<file path="config.mk">
export PLATFORM = sky130hd
export DESIGN_NAME = bram_r_drain
export DESIGN_NICKNAME = d
export VERILOG_FILES = /design/src/rtl/simd_pkg.sv /design/src/rtl/bram_r_drain_row_serializer.sv /design/src/rtl/bram_r_drain.sv
export SDC_FILE = /design/constraint.sdc
export NUM_CORES = 1
export LEC_CHECK = 0
export CAP_MARGIN = 20
export CORE_ASPECT_RATIO = 0.6
export CORE_MARGIN = 3
export CORE_UTILIZATION = 55
export CTS_CLUSTER_DIAMETER = 150
export DETAILED_ROUTE_END_ITERATION = 10
export HOLD_SLACK_MARGIN = 0.03
export PLACE_DENSITY = 0.78
export SYNTH_ARGS = -nofsm -noshare
export SYNTH_HDL_FRONTEND = slang
export SYNTH_SLANG_ARGS = --single-unit
</file>
<file path="constraint.sdc">
create_clock -name clk -period 9.85 [get_ports clk]
set_input_delay 2.955 -clock clk [delete_from_list [all_inputs] [get_ports clk]]
set_output_delay 2.955 -clock clk [all_outputs]
set_load 0.01 [all_outputs]
</file>
<file path="src/rtl/simd_pkg.sv">
`default_nettype none
// ----------------------------------------------------------------------------
// simd_pkg : shared row/lane types and drain FSM encoding for the SIMD datapath
// Rev 1.0
// ----------------------------------------------------------------------------
package simd_pkg;

  localparam int unsigned C_PE_COUNT   = 8;
  localparam int unsigned C_DATA_WIDTH = 32;

  typedef enum logic [1:0] {
    DR_IDLE   = 2'd0,
    DR_FETCH  = 2'd1,
    DR_STREAM = 2'd2,
    DR_FINISH = 2'd3
  } drain_state_t;

  typedef logic [C_PE_COUNT-1:0][C_DATA_WIDTH-1:0] row_t;

  // Index width that stays legal (>=1 bit) even for a single-entry range.
  function automatic int unsigned idx_width(input int unsigned n);
    return (n > 1) ? $clog2(n) : 1;
  endfunction

endpackage
`default_nettype wire

</file>
<file path="src/rtl/bram_r_drain_row_serializer.sv">
`default_nettype none
// ----------------------------------------------------------------------------
// row_serializer : holds one row and emits its lanes, lane 0 first, as AXIS beats
// Rev 1.0
// ----------------------------------------------------------------------------
module row_serializer
  import simd_pkg::*;
#(
  parameter int unsigned PE_COUNT   = C_PE_COUNT,
  parameter int unsigned DATA_WIDTH = C_DATA_WIDTH
) (
  input  logic                           clk,
  input  logic                           rst,
  input  logic                           load_i,
  input  logic [PE_COUNT*DATA_WIDTH-1:0] row_i,
  input  logic                           last_row_i,
  input  logic                           tready_i,
  output logic [DATA_WIDTH-1:0]          tdata_o,
  output logic                           tvalid_o,
  output logic                           tlast_o,
  output logic                           free_o
);

  localparam int unsigned         C_LANE_W    = idx_width(PE_COUNT);
  localparam logic [C_LANE_W-1:0] C_LAST_LANE = C_LANE_W'(PE_COUNT - 1);

  logic [PE_COUNT-1:0][DATA_WIDTH-1:0] row_q;
  logic [C_LANE_W-1:0]                 lane_q;
  logic                                valid_q;
  logic                                last_row_q;

  logic w_hs;
  logic w_lane_last;
  logic w_row_done;

  assign w_hs        = valid_q & tready_i;
  assign w_lane_last = (lane_q == C_LAST_LANE);
  assign w_row_done  = w_hs & w_lane_last;
  // A new row may replace the current one on the very cycle its last lane leaves.
  assign free_o      = ~valid_q | w_row_done;

  assign tvalid_o = valid_q;
  assign tlast_o  = valid_q & last_row_q & w_lane_last;
  assign tdata_o  = row_q[lane_q];

  always_ff @(posedge clk) begin
    if (rst) begin
      row_q      <= '0;
      lane_q     <= '0;
      valid_q    <= 1'b0;
      last_row_q <= 1'b0;
    end else if (load_i && free_o) begin
      row_q      <= row_i;
      lane_q     <= '0;
      valid_q    <= 1'b1;
      last_row_q <= last_row_i;
    end else if (w_hs) begin
      if (w_lane_last) begin
        valid_q <= 1'b0;
        lane_q  <= '0;
      end else begin
        lane_q  <= lane_q + C_LANE_W'(1);
      end
    end
  end

endmodule
`default_nettype wire

</file>
<file path="src/rtl/bram_r_drain.sv">
`default_nettype none
// ----------------------------------------------------------------------------
// bram_r_drain : streams BRAM_R result rows to the PS over AXI4-Stream, gapless
// Rev 1.0
// ----------------------------------------------------------------------------
module bram_r_drain
  import simd_pkg::*;
#(
  parameter int unsigned PE_COUNT   = C_PE_COUNT,
  parameter int unsigned DATA_WIDTH = C_DATA_WIDTH,
  parameter int unsigned R_ADDR_W   = 11,
  parameter int unsigned RD_LAT     = 1
) (
  input  logic                           clk,
  input  logic                           rst,
  input  logic                           start,
  input  logic [R_ADDR_W-1:0]            base_addr,
  input  logic [R_ADDR_W:0]              num_rows,
  output logic                           busy,
  output logic                           done,
  output logic [R_ADDR_W-1:0]            bram_r_r_addr,
  input  logic [PE_COUNT*DATA_WIDTH-1:0] bram_r_r_data,
  output logic [DATA_WIDTH-1:0]          m_axis_tdata,
  output logic                           m_axis_tvalid,
  input  logic                           m_axis_tready,
  output logic                           m_axis_tlast
);

  localparam int unsigned C_ROW_W  = PE_COUNT * DATA_WIDTH;
  localparam int unsigned C_CNT_W  = R_ADDR_W + 1;
  localparam int unsigned C_BEAT_W = R_ADDR_W + 1 + idx_width(PE_COUNT);

  drain_state_t          state_q;
  logic                  busy_q;
  logic                  done_q;
  logic [R_ADDR_W-1:0]   addr_q;
  logic [R_ADDR_W-1:0]   next_addr_q;
  logic [C_CNT_W-1:0]    fetch_cnt_q;
  logic [C_CNT_W-1:0]    load_cnt_q;
  logic [C_BEAT_W-1:0]   beats_left_q;
  logic [RD_LAT:0]       pipe_q;
  logic [C_ROW_W-1:0]    pf_q;
  logic                  pf_valid_q;
  logic                  pf_valid_d;

  logic                  w_active;
  logic                  w_land;
  logic                  w_ser_free;
  logic                  w_ser_load;
  logic                  w_load_pf;
  logic                  w_pf_capture;
  logic                  w_issue;
  logic                  w_hs;
  logic                  w_last_beat;
  logic [C_ROW_W-1:0]    w_ser_row;

  assign busy          = busy_q;
  assign done          = done_q;
  assign bram_r_r_addr = addr_q;

  assign w_active   = (state_q == DR_FETCH) || (state_q == DR_STREAM);
  // pipe_q[k] marks a read issued k cycles ago; stage RD_LAT is the data-valid cycle.
  assign w_land     = pipe_q[RD_LAT];
  assign w_ser_load = w_active && (pf_valid_q || w_land) && w_ser_free;
  assign w_load_pf  = w_ser_load && pf_valid_q;
  assign w_ser_row  = pf_valid_q ? pf_q : bram_r_r_data;

  // Landing data bypasses the buffer only when it goes straight into an empty serialiser.
  assign w_pf_capture = w_land && !(w_ser_load && !pf_valid_q);

  always_comb begin
    pf_valid_d = pf_valid_q;
    if (w_pf_capture) begin
      pf_valid_d = 1'b1;
    end else if (w_load_pf) begin
      pf_valid_d = 1'b0;
    end
  end

  // At most one read in flight, and only when its destination slot is guaranteed free.
  assign w_issue = w_active && (fetch_cnt_q != '0) && !(|pipe_q[RD_LAT-1:0]) && !pf_valid_d;

  assign w_hs        = m_axis_tvalid && m_axis_tready;
  assign w_last_beat = w_hs && (beats_left_q == C_BEAT_W'(1));

  row_serializer #(
    .PE_COUNT   (PE_COUNT),
    .DATA_WIDTH (DATA_WIDTH)
  ) u_row_serializer (
    .clk        (clk),
    .rst        (rst),
    .load_i     (w_ser_load),
    .row_i      (w_ser_row),
    .last_row_i (load_cnt_q == C_CNT_W'(1)),
    .tready_i   (m_axis_tready),
    .tdata_o    (m_axis_tdata),
    .tvalid_o   (m_axis_tvalid),
    .tlast_o    (m_axis_tlast),
    .free_o     (w_ser_free)
  );

  always_ff @(posedge clk) begin
    if (rst) begin
      state_q      <= DR_IDLE;
      busy_q       <= 1'b0;
      done_q       <= 1'b0;
      addr_q       <= '0;
      next_addr_q  <= '0;
      fetch_cnt_q  <= '0;
      load_cnt_q   <= '0;
      beats_left_q <= '0;
      pipe_q       <= '0;
      pf_q         <= '0;
      pf_valid_q   <= 1'b0;
    end else begin
      pipe_q     <= {pipe_q[RD_LAT-1:0], w_issue};
      pf_valid_q <= pf_valid_d;
      if (w_pf_capture) begin
        pf_q <= bram_r_r_data;
      end

      case (state_q)
        DR_IDLE: begin
          done_q <= 1'b0;
          if (start) begin
            busy_q <= 1'b1;
            if (num_rows != '0) begin
              addr_q       <= base_addr;
              next_addr_q  <= base_addr + R_ADDR_W'(1);
              fetch_cnt_q  <= num_rows - C_CNT_W'(1);
              load_cnt_q   <= num_rows;
              beats_left_q <= C_BEAT_W'(num_rows) * C_BEAT_W'(PE_COUNT);
              pipe_q[0]    <= 1'b1;
              state_q      <= DR_FETCH;
            end else begin
              state_q      <= DR_FINISH;
            end
          end
        end

        DR_FETCH, DR_STREAM: begin
          if (w_issue) begin
            addr_q      <= next_addr_q;
            next_addr_q <= next_addr_q + R_ADDR_W'(1);
            fetch_cnt_q <= fetch_cnt_q - C_CNT_W'(1);
          end
          if (w_ser_load) begin
            load_cnt_q <= load_cnt_q - C_CNT_W'(1);
            if (state_q == DR_FETCH) begin
              state_q <= DR_STREAM;
            end
          end
          if (w_hs) begin
            beats_left_q <= beats_left_q - C_BEAT_W'(1);
          end
          if (w_last_beat) begin
            done_q  <= 1'b1;
            busy_q  <= 1'b0;
            state_q <= DR_FINISH;
          end
        end

        DR_FINISH: begin
          // Entered with done already set after a stream; a zero-row drain raises it here.
          if (done_q) begin
            done_q  <= 1'b0;
            state_q <= DR_IDLE;
          end else begin
            done_q  <= 1'b1;
            busy_q  <= 1'b0;
          end
        end

        default: state_q <= DR_IDLE;
      endcase
    end
  end

endmodule
`default_nettype wire
</file>
==> qor_table.md, run 1 <==
| Quantity | Value |
|:---|:---|
| Fraction of the mapped netlist area in simple logic gates | 16.16% |
| Largest area contributor in the netlist | dfxtp_1 |
| Startpoint type of the worst setup path | flip-flop |
| Worst max-slew margin expressed relative to the limit | 19.91% |
| Inserted Clock Buffers | 52 |
| Start point of the worst min-delay path | pf_q[103] |
| Post-route total power | 8.396 mW |
| I/O pin count | 330 |
| Average cell area after synthesis | 8.777 um^2 |
| #FFs+latches synth | 585 |
| Core area | 0.04572 mm^2 |
| Period utilisation layout | 65.64% |
| Worst hold endpoint | pf_q[103] |
| Sum of negative setup slack | 0 ns |
| First-pass GRT wire length | 126.0 mm |
| Worst path required time | 6.90 ns |
| Vias | 23.23k |
| P_leak | 9.994 nW |
| Number of hold-slack violations in the final timing report | 0 |
| Layout cell share with drive strength beyond 1 | 7.147% |
| Highest-count cells in the layout ignoring fill and taps | 582 x nand2_1, 581 x dfxtp_1, 328 x clkdlybuf4s50_1 |
| Sum of routed wire length over all layers | 83.49 mm |
| Worst reg2reg path depth | 8 |
| Total instance count after detailed placement | 3671 |
| Timing-limited maximum frequency | 0.1547 GHz |
| Adder-cell area share of the yosys netlist | 0.6074% |
| Proportion of synthesized flip-flops having asynchronous set or reset | 0% |
| Routed length per instance | 21.97 um |
| Most common cell after layout, fill and taps aside | nand2_1 |
| Combinational family with the most area after synthesis | multiplexers |
| Layout overhead on the synthesized area | 20.50% |
| Worst hold-check path type | reg -> reg |
| Least-Margin Pin Slew | 1.201 ns |
| Worst-Skew Late Latency | 0.61 ns |
| Clock root buffer | clkbuf_16 |
| R2r endpoint | u_row_serializer.row_q[60] |
| Ordered cell list for the critical path | buf_4, mux4_2, mux2_2, clkdlybuf4s50_1 |
| DP HPWL | 56.57 mm |
| Post-route antenna net violation count | 0 |
| Multiplexer area fraction after synthesis | 17.30% |
| CTS sink cnt | 585 |
| Number of post-CTS setup repair buffers | 0 |
| Layout Nets | 3401 |
| Post-Syn Nets | 3251 |
| Vias in the first global route | 21.66k |
| Clock tree from TritonCTS | built |
| Final RePlAce weighted congestion | 0.9584 |
| CTS max path bufs | 3 |
| Critical Path Sink Type | primary output |
| Max-cap viol count | 0 |
| Htree depth | 2 |
| Maximum VDD drop | 0.2196 mV |
| Compound-gate portion of the synthesized area | 16.73% |
| Worst clock skew on the final layout | 0.03114 ns |
| Worst Path Class, Setup | reg -> out |
| Worst path arrival time | 3.51 ns |
| Antenna violations before repair | 33 |
| Reg-to-reg slack, setup | 5.49 ns |
| DR vias/cell | 6.113 |
| Die Width | 286.4 um |
| Count of distinct cell types in the synthesized netlist | 62 |
| Most area-consuming cells after synthesis | dfxtp_1 45%, mux2i_1 10%, nand2_1 8.4% |
| Count of final max-slew check failures | 0 |
| Port buffer count | 329 |
| Hold-fix buffers at CTS | 0 |
| Peak per-stage delay on the critical path | 0.80 ns |
| Die footprint | 0.04992 mm^2 |
| Final setup violation count | 0 |
| Y dimension of the die | 174.3 um |
| GRT overflow | 0 |
| Effective utilization at floorplan | 56.77% |
| DRC | 0 |
| Maximum number of pins on one net before global-route repair | 230 |
| Fraction of the core area covered by cells at the end of the flow | 68.40% |
| Outcome | complete, no violations |
| Share of the synthesized area in the top cell type | 45.12% |
| Most frequently used flop master after synthesis | dfxtp_1 |
| Power per Cell Area | 268.5 mW/mm^2 |
| Number of cells in the finished layout apart from fillers | 3800 |
| Pre-antenna DRT Iters | 6 |
| Number of rows in the core area | 60 |
| Hold path depth | 2 |
| Unrepaired setup endpoints after global routing | no |
| Post-synth EDFFs | 0 |
| Highest-delay cell along the critical path | buf_4 |
| Sequential element share of the synthesized area | 45.12% |
| Worst reg2reg startpoint | u_row_serializer.lane_q[1] |
| Cell count after synthesis | 2957 |
| Clock transition time at the flip-flop clock pins of the worst setup and hold paths | 0.06 ns |
| Violation count after the first detailed-route iteration | 3091 |
| Clock period minus final worst setup slack | 6.466 ns |
| Number of warnings reported in the yosys synthesis log | 0 |
| Synthesized area | 0.02595 mm^2 |
| Total of cells resized after clock tree synthesis | 0 |
| Largest fanout of any net on the critical path | 45 |
| XOR/XNOR share of the synthesized area | 0.2362% |
| Total routing resource utilization after global routing | 31.97% |
## state kept, by name, summed over array words and instances, names as in the netlist
signal and flops:
u_row_serializer.row_q 256, fetch_cnt_q 12, bram_r_r_addr 11, done 1
pipe_q 2, pf_valid_q 1, u_row_serializer.last_row_q 1, u_row_serializer.tvalid_o 1
load_cnt_q 12, u_row_serializer.lane_q 3, pf_q 256, state_q 2
beats_left_q 15, busy 1, next_addr_q 11
## layer usage
metal | routed length [um] | GRT usage [%] | vias up
li1 | - | - | 10800
met1 | 35210 | 44.78 | 11200
met2 | 37720 | 48.71 | 1066
met3 | 7204 | 4.980 | 168
met4 | 3340 | 14.69 | 2
met5 | 20 | 0 | -
## how the worst max path moves through the flow
stage | slack (ns) | from | end | depth (start not counted)
6_report | 3.38 | u_row_serializer.lane_q[0] | m_axis_tdata[13] | 4
5_1_grt | 3.18 | u_row_serializer.lane_q[0] | m_axis_tdata[12] | 4
4_1_cts | 3.32 | u_row_serializer.lane_q[0] | m_axis_tdata[30] | 4
3_5_place_dp | 3.76 | m_axis_tready | load_cnt_q[2] | 8
3_3_place_gp | 3.78 | m_axis_tready | load_cnt_q[2] | 8
2_1_floorplan | 4.70 | u_row_serializer.lane_q[0] | m_axis_tdata[0] | 4
## final cells by class
class | instances | area, um^2
well taps | 620 | 775.7
fillers | 3561 | 14450
multi-input cells | 2110 | 13280
clock buffers | 74 | 1567
inverters | 10 | 37.54
clock inverters | 21 | 301.5
flip-flops and latches | 585 | 11720
diodes | 32 | 80.08
repair buffers | 348 | 3513
## Yosys cell counts, types with 5 or more instances
cell,count
mux2i_1,264
clkbuf_1,229
nand3_1,15
nand2_1,582
buf_1,17
nor4_1,13
buf_2,5
o31ai_1,5
o21ai_1,6
and3_1,5
a31oi_1,12
o21ai_0,42
mux4_2,64
a211oi_1,271
a21oi_1,317
ha_1,11
mux2_2,36
inv_1,10
nor2_1,325
nor4b_1,5
nor3_1,25
dfxtp_1,585
a22oi_1,7
nor2b_1,16
nand3b_1,5
or4_1,12
## cell families after synthesis
| family | count (synthesis) |
|---|---|
| and+or+nand+nor | 1029 |
| AOI/OAI and AO/OA | 697 |
| xor gates and xnor gates | 7 |
| DFF | 585 |
| muxes | 364 |
| adders and majority gates | 13 |
| buffers and inverters | 262 |
## report_power, final
part | leakage, nW | switching (mW) | total, mW | internal [mW]
Clock | 0.927 | 0.931 | 2.22 | 1.29
Sequential | 4.75 | 0.456 | 3.35 | 2.89
Combinational | 4.32 | 1.69 | 2.83 | 1.14
## worst max-delay path, delay by kind of cell, from the launching register on
| kind | cells | cell delay, ns |
|---|---|---|
| muxes | 2 | 0.96 |
| DFF | 1 | 0.63 |
| buffers and inverters | 2 | 1.29 |
## through the flow
step,instance area [um^2],hold slack (ns),worst slack [ns]
after floorplan,25950,0.4315,4.704
after global routing,31260,0.4713,3.179
after detailed placement,29310,0.4461,3.755
after global placement,29310,0.4404,3.785
after CTS,31180,0.4555,3.321
final,31270,0.4534,3.384
Power figures use the tool's default switching activity.
==> run 2: changes to the inputs <==
--- a/config.mk
+++ b/config.mk
@@ -8,11 +8,11 @@
 export CAP_MARGIN = 20
 export CORE_ASPECT_RATIO = 0.6
 export CORE_MARGIN = 3
-export CORE_UTILIZATION = 55
+export CORE_UTILIZATION = 50
 export CTS_CLUSTER_DIAMETER = 150
 export DETAILED_ROUTE_END_ITERATION = 10
 export HOLD_SLACK_MARGIN = 0.03
-export PLACE_DENSITY = 0.78
+export PLACE_DENSITY = 0.75
 export SYNTH_ARGS = -nofsm -noshare
 export SYNTH_HDL_FRONTEND = slang
 export SYNTH_SLANG_ARGS = --single-unit
==> constraint.sdc (replaced) <==
create_clock -name clk -period 5.4 [get_ports clk]
set_input_delay 1.62 -clock clk [delete_from_list [all_inputs] [get_ports clk]]
set_output_delay 1.62 -clock clk [all_outputs]
set_load 0.01 [all_outputs]
==> run 2 against run 1 <==
Flip-flop and latch count did not move. Clock skew fell by 0.015 ns. Highest routed layer is now met4. Register-to-register slack got worse by 3.9 ns. Largest power group unchanged. Clock power rose by 78%. First-iteration DRC count fell by 32%. Non-clock buffer count rose by 16. Via count fell by 2.7%. Critical path depth did not move. Combinational power rose by 84%. Final area rose by 0.78%. Clock-buffer cell count rose by 4. Sequential share of layout area fell by 0.29 points. Critical path type unchanged.
==> qor_table.md, run 2 (synthesis results as in run 1) <==
| Quantity | Value | vs previous |
|:---|:---|:---|
| Die Width | 300.1 um | +4.8% |
| Total of cells resized after clock tree synthesis | 0 | unchanged |
| Unrepaired setup endpoints after global routing | no |  |
| Inserted Clock Buffers | 54 | +3.8% |
| Routed length per instance | 20.67 um | -5.9% |
| Die footprint | 0.05477 mm^2 | +9.7% |
| GR Util met2 | 42.13% | -6.6 points |
| Sum of routed wire length over all layers | 79.86 mm | -4.4% |
| Met3 track demand over resource | 4.447% | -0.53 points |
| Clock period minus final worst setup slack | 4.853 ns |  |
| Count of final max-slew check failures | 0 | unchanged |
| P_leak | 10.10 nW | +1.1% |
| Worst max-slew margin expressed relative to the limit | 23.14% | +3.2 points |
| Least-Margin Pin Slew | 1.153 ns | -0.04834 ns |
| Core area | 0.05029 mm^2 | +10% |
| Worst Path Class, Setup | reg -> out |  |
| Number of hold-slack violations in the final timing report | 0 | unchanged |
| Critical Path Sink Type | primary output |  |
| I/O pin count | 330 | unchanged |
| Max-cap viol count | 0 | unchanged |
| Most common cell after layout, fill and taps aside | nand2_1 |  |
| Worst reg2reg startpoint | state_q[0] |  |
| DR vias/cell | 5.849 | -4.3% |
| Hold path depth | 2 | unchanged |
| GR Util met1 | 40.67% | -4.1 points |
| Layout overhead on the synthesized area | 21.44% |  |
| Number of post-CTS setup repair buffers | 0 | unchanged |
| Vias | 22.60k | -2.7% |
| Antenna violations before repair | 20 | -39% |
| Worst reg2reg path depth | 12 | +4 |
| Maximum VDD drop | 0.3273 mV | +49% |
| CTS sink cnt | 585 | unchanged |
| Pre-antenna DRT Iters | 6 | unchanged |
| Fraction of the core area covered by cells at the end of the flow | 62.67% | -5.7 points |
| Outcome | complete, no violations |  |
| Sum of negative setup slack | 0 ns | unchanged |
| Worst path arrival time | 3.23 ns | -0.28 ns |
| Violation count after the first detailed-route iteration | 2111 | -32% |
| Highest-count cells in the layout ignoring fill and taps | 582 x nand2_1, 581 x dfxtp_1, 328 x clkdlybuf4s50_1 |  |
| Clock root buffer | clkbuf_16 |  |
| Period utilisation layout | 89.87% |  |
| First-pass GRT wire length | 122.1 mm | -3.1% |
| Clock tree from TritonCTS | built |  |
| CTS max path bufs | 3 | unchanged |
| Worst clock skew on the final layout | 0.01622 ns | -0.01492 ns |
| Startpoint type of the worst setup path | flip-flop |  |
| Final setup violation count | 0 | unchanged |
| Port buffer count | 329 | unchanged |
| Htree depth | 2 | unchanged |
| Total routing resource utilization after global routing | 28.12% | -3.8 points |
| Clock transition time at the flip-flop clock pins of the worst setup and hold paths | 0.06 ns | about the same |
| Start point of the worst min-delay path | pf_q[70] |  |
| Worst-Skew Late Latency | 0.59 ns | -0.02 ns |
| DP HPWL | 54.96 mm | -2.8% |
| Timing-limited maximum frequency | 0.2061 GHz |  |
| Number of rows in the core area | 63 | +5.0% |
| Layout cell share with drive strength beyond 1 | 7.704% | +0.56 points |
| Y dimension of the die | 182.5 um | +4.7% |
| Hold-fix buffers at CTS | 0 | unchanged |
| Power per Cell Area | 481.0 mW/mm^2 | +79% |
| Worst path required time | 3.78 ns | -3.12 ns |
| Final RePlAce weighted congestion | 0.8863 | -7.5% |
| Global routing's busiest layer | met2 |  |
| DRC | 0 | unchanged |
| Largest registers ranked by flip-flop count | pf_q (256), u_row_serializer.row_q (256), beats_left_q (15) |  |
| Worst hold-check path type | reg -> reg |  |
| Vias in the first global route | 21.18k | -2.2% |
| GRT overflow | 0 | unchanged |
| Effective utilization at floorplan | 51.61% | -5.2 points |
| Timing startpoint of the critical path | u_row_serializer.lane_q[0] |  |
| Layout Nets | 3419 | +0.53% |
| Maximum number of pins on one net before global-route repair | 165 | -28% |
| Largest fanout of any net on the critical path | 25 | -44% |
| Post-route antenna net violation count | 0 | unchanged |
run 2: cell count changes in the layout (fill, tap and decap cells not counted), sizes merged:
cell,previous run,this run
buf,19,36
diode,32,15
bufinv,7,3
clkbuf,75,78
clkinvlp,1,3
inv,10,12
clkinv,13,12
run 2: metrics by stage:
step,cells,cell area (um^2),hold slack [ns],power (mW),setup WS [ns]
3_5_place_dp,3750,29630,0.4461,11.16,0.6893
2_1_floorplan,2957,25950,0.4315,9.416,1.589
4_1_cts,3848,31470,0.4545,15.10,0.4833
5_1_grt,3862,31510,0.4678,16.00,0.3963
3_3_place_gp,3749,29620,0.4377,10.98,0.8091
6_report,3864,31520,0.4536,15.16,0.5473
run 2: area by class of cell:
| type | instances | area [um^2] |
|---|---|---|
| fillers | 4151 | 18770 |
| multi-input cells | 2110 | 13280 |
| flip-flops and latches | 585 | 11720 |
| repair buffers | 364 | 3756 |
| clock buffers | 78 | 1633 |
| well taps | 682 | 853.3 |
| clock inverters | 20 | 201.4 |
| inverters | 10 | 37.54 |
| diodes | 15 | 37.54 |
run 2: power breakdown:
part           internal (mW)  leakage (nW)  switching [mW]
clock network           2.25         0.911            1.70
registers               5.27          4.75           0.728
logic                   2.13          4.44            3.08
total                   9.65          10.1            5.51
run 2: worst paths after layout:
check             slack, ns               to
hold / removal         0.45         pf_q[70]
setup / recovery       0.55  m_axis_tdata[7]
hold reg to reg        0.45         pf_q[70]
setup reg to reg       1.56  fetch_cnt_q[10]
run 2: critical path: stages (launching register included):
cell and delay (ns):
dfxtp_4 0.70, buf_4 0.44, mux4_2 0.65, mux2_2 0.34
clkdlybuf4s50_1 0.49
run 2: metal layers:
metal | vias to the layer above | routed length [um]
li1 | 10800 | -
met1 | 10820 | 35800
met2 | 852 | 35440
met3 | 126 | 5780
met4 | 0 | 2835
met5 | - | 0
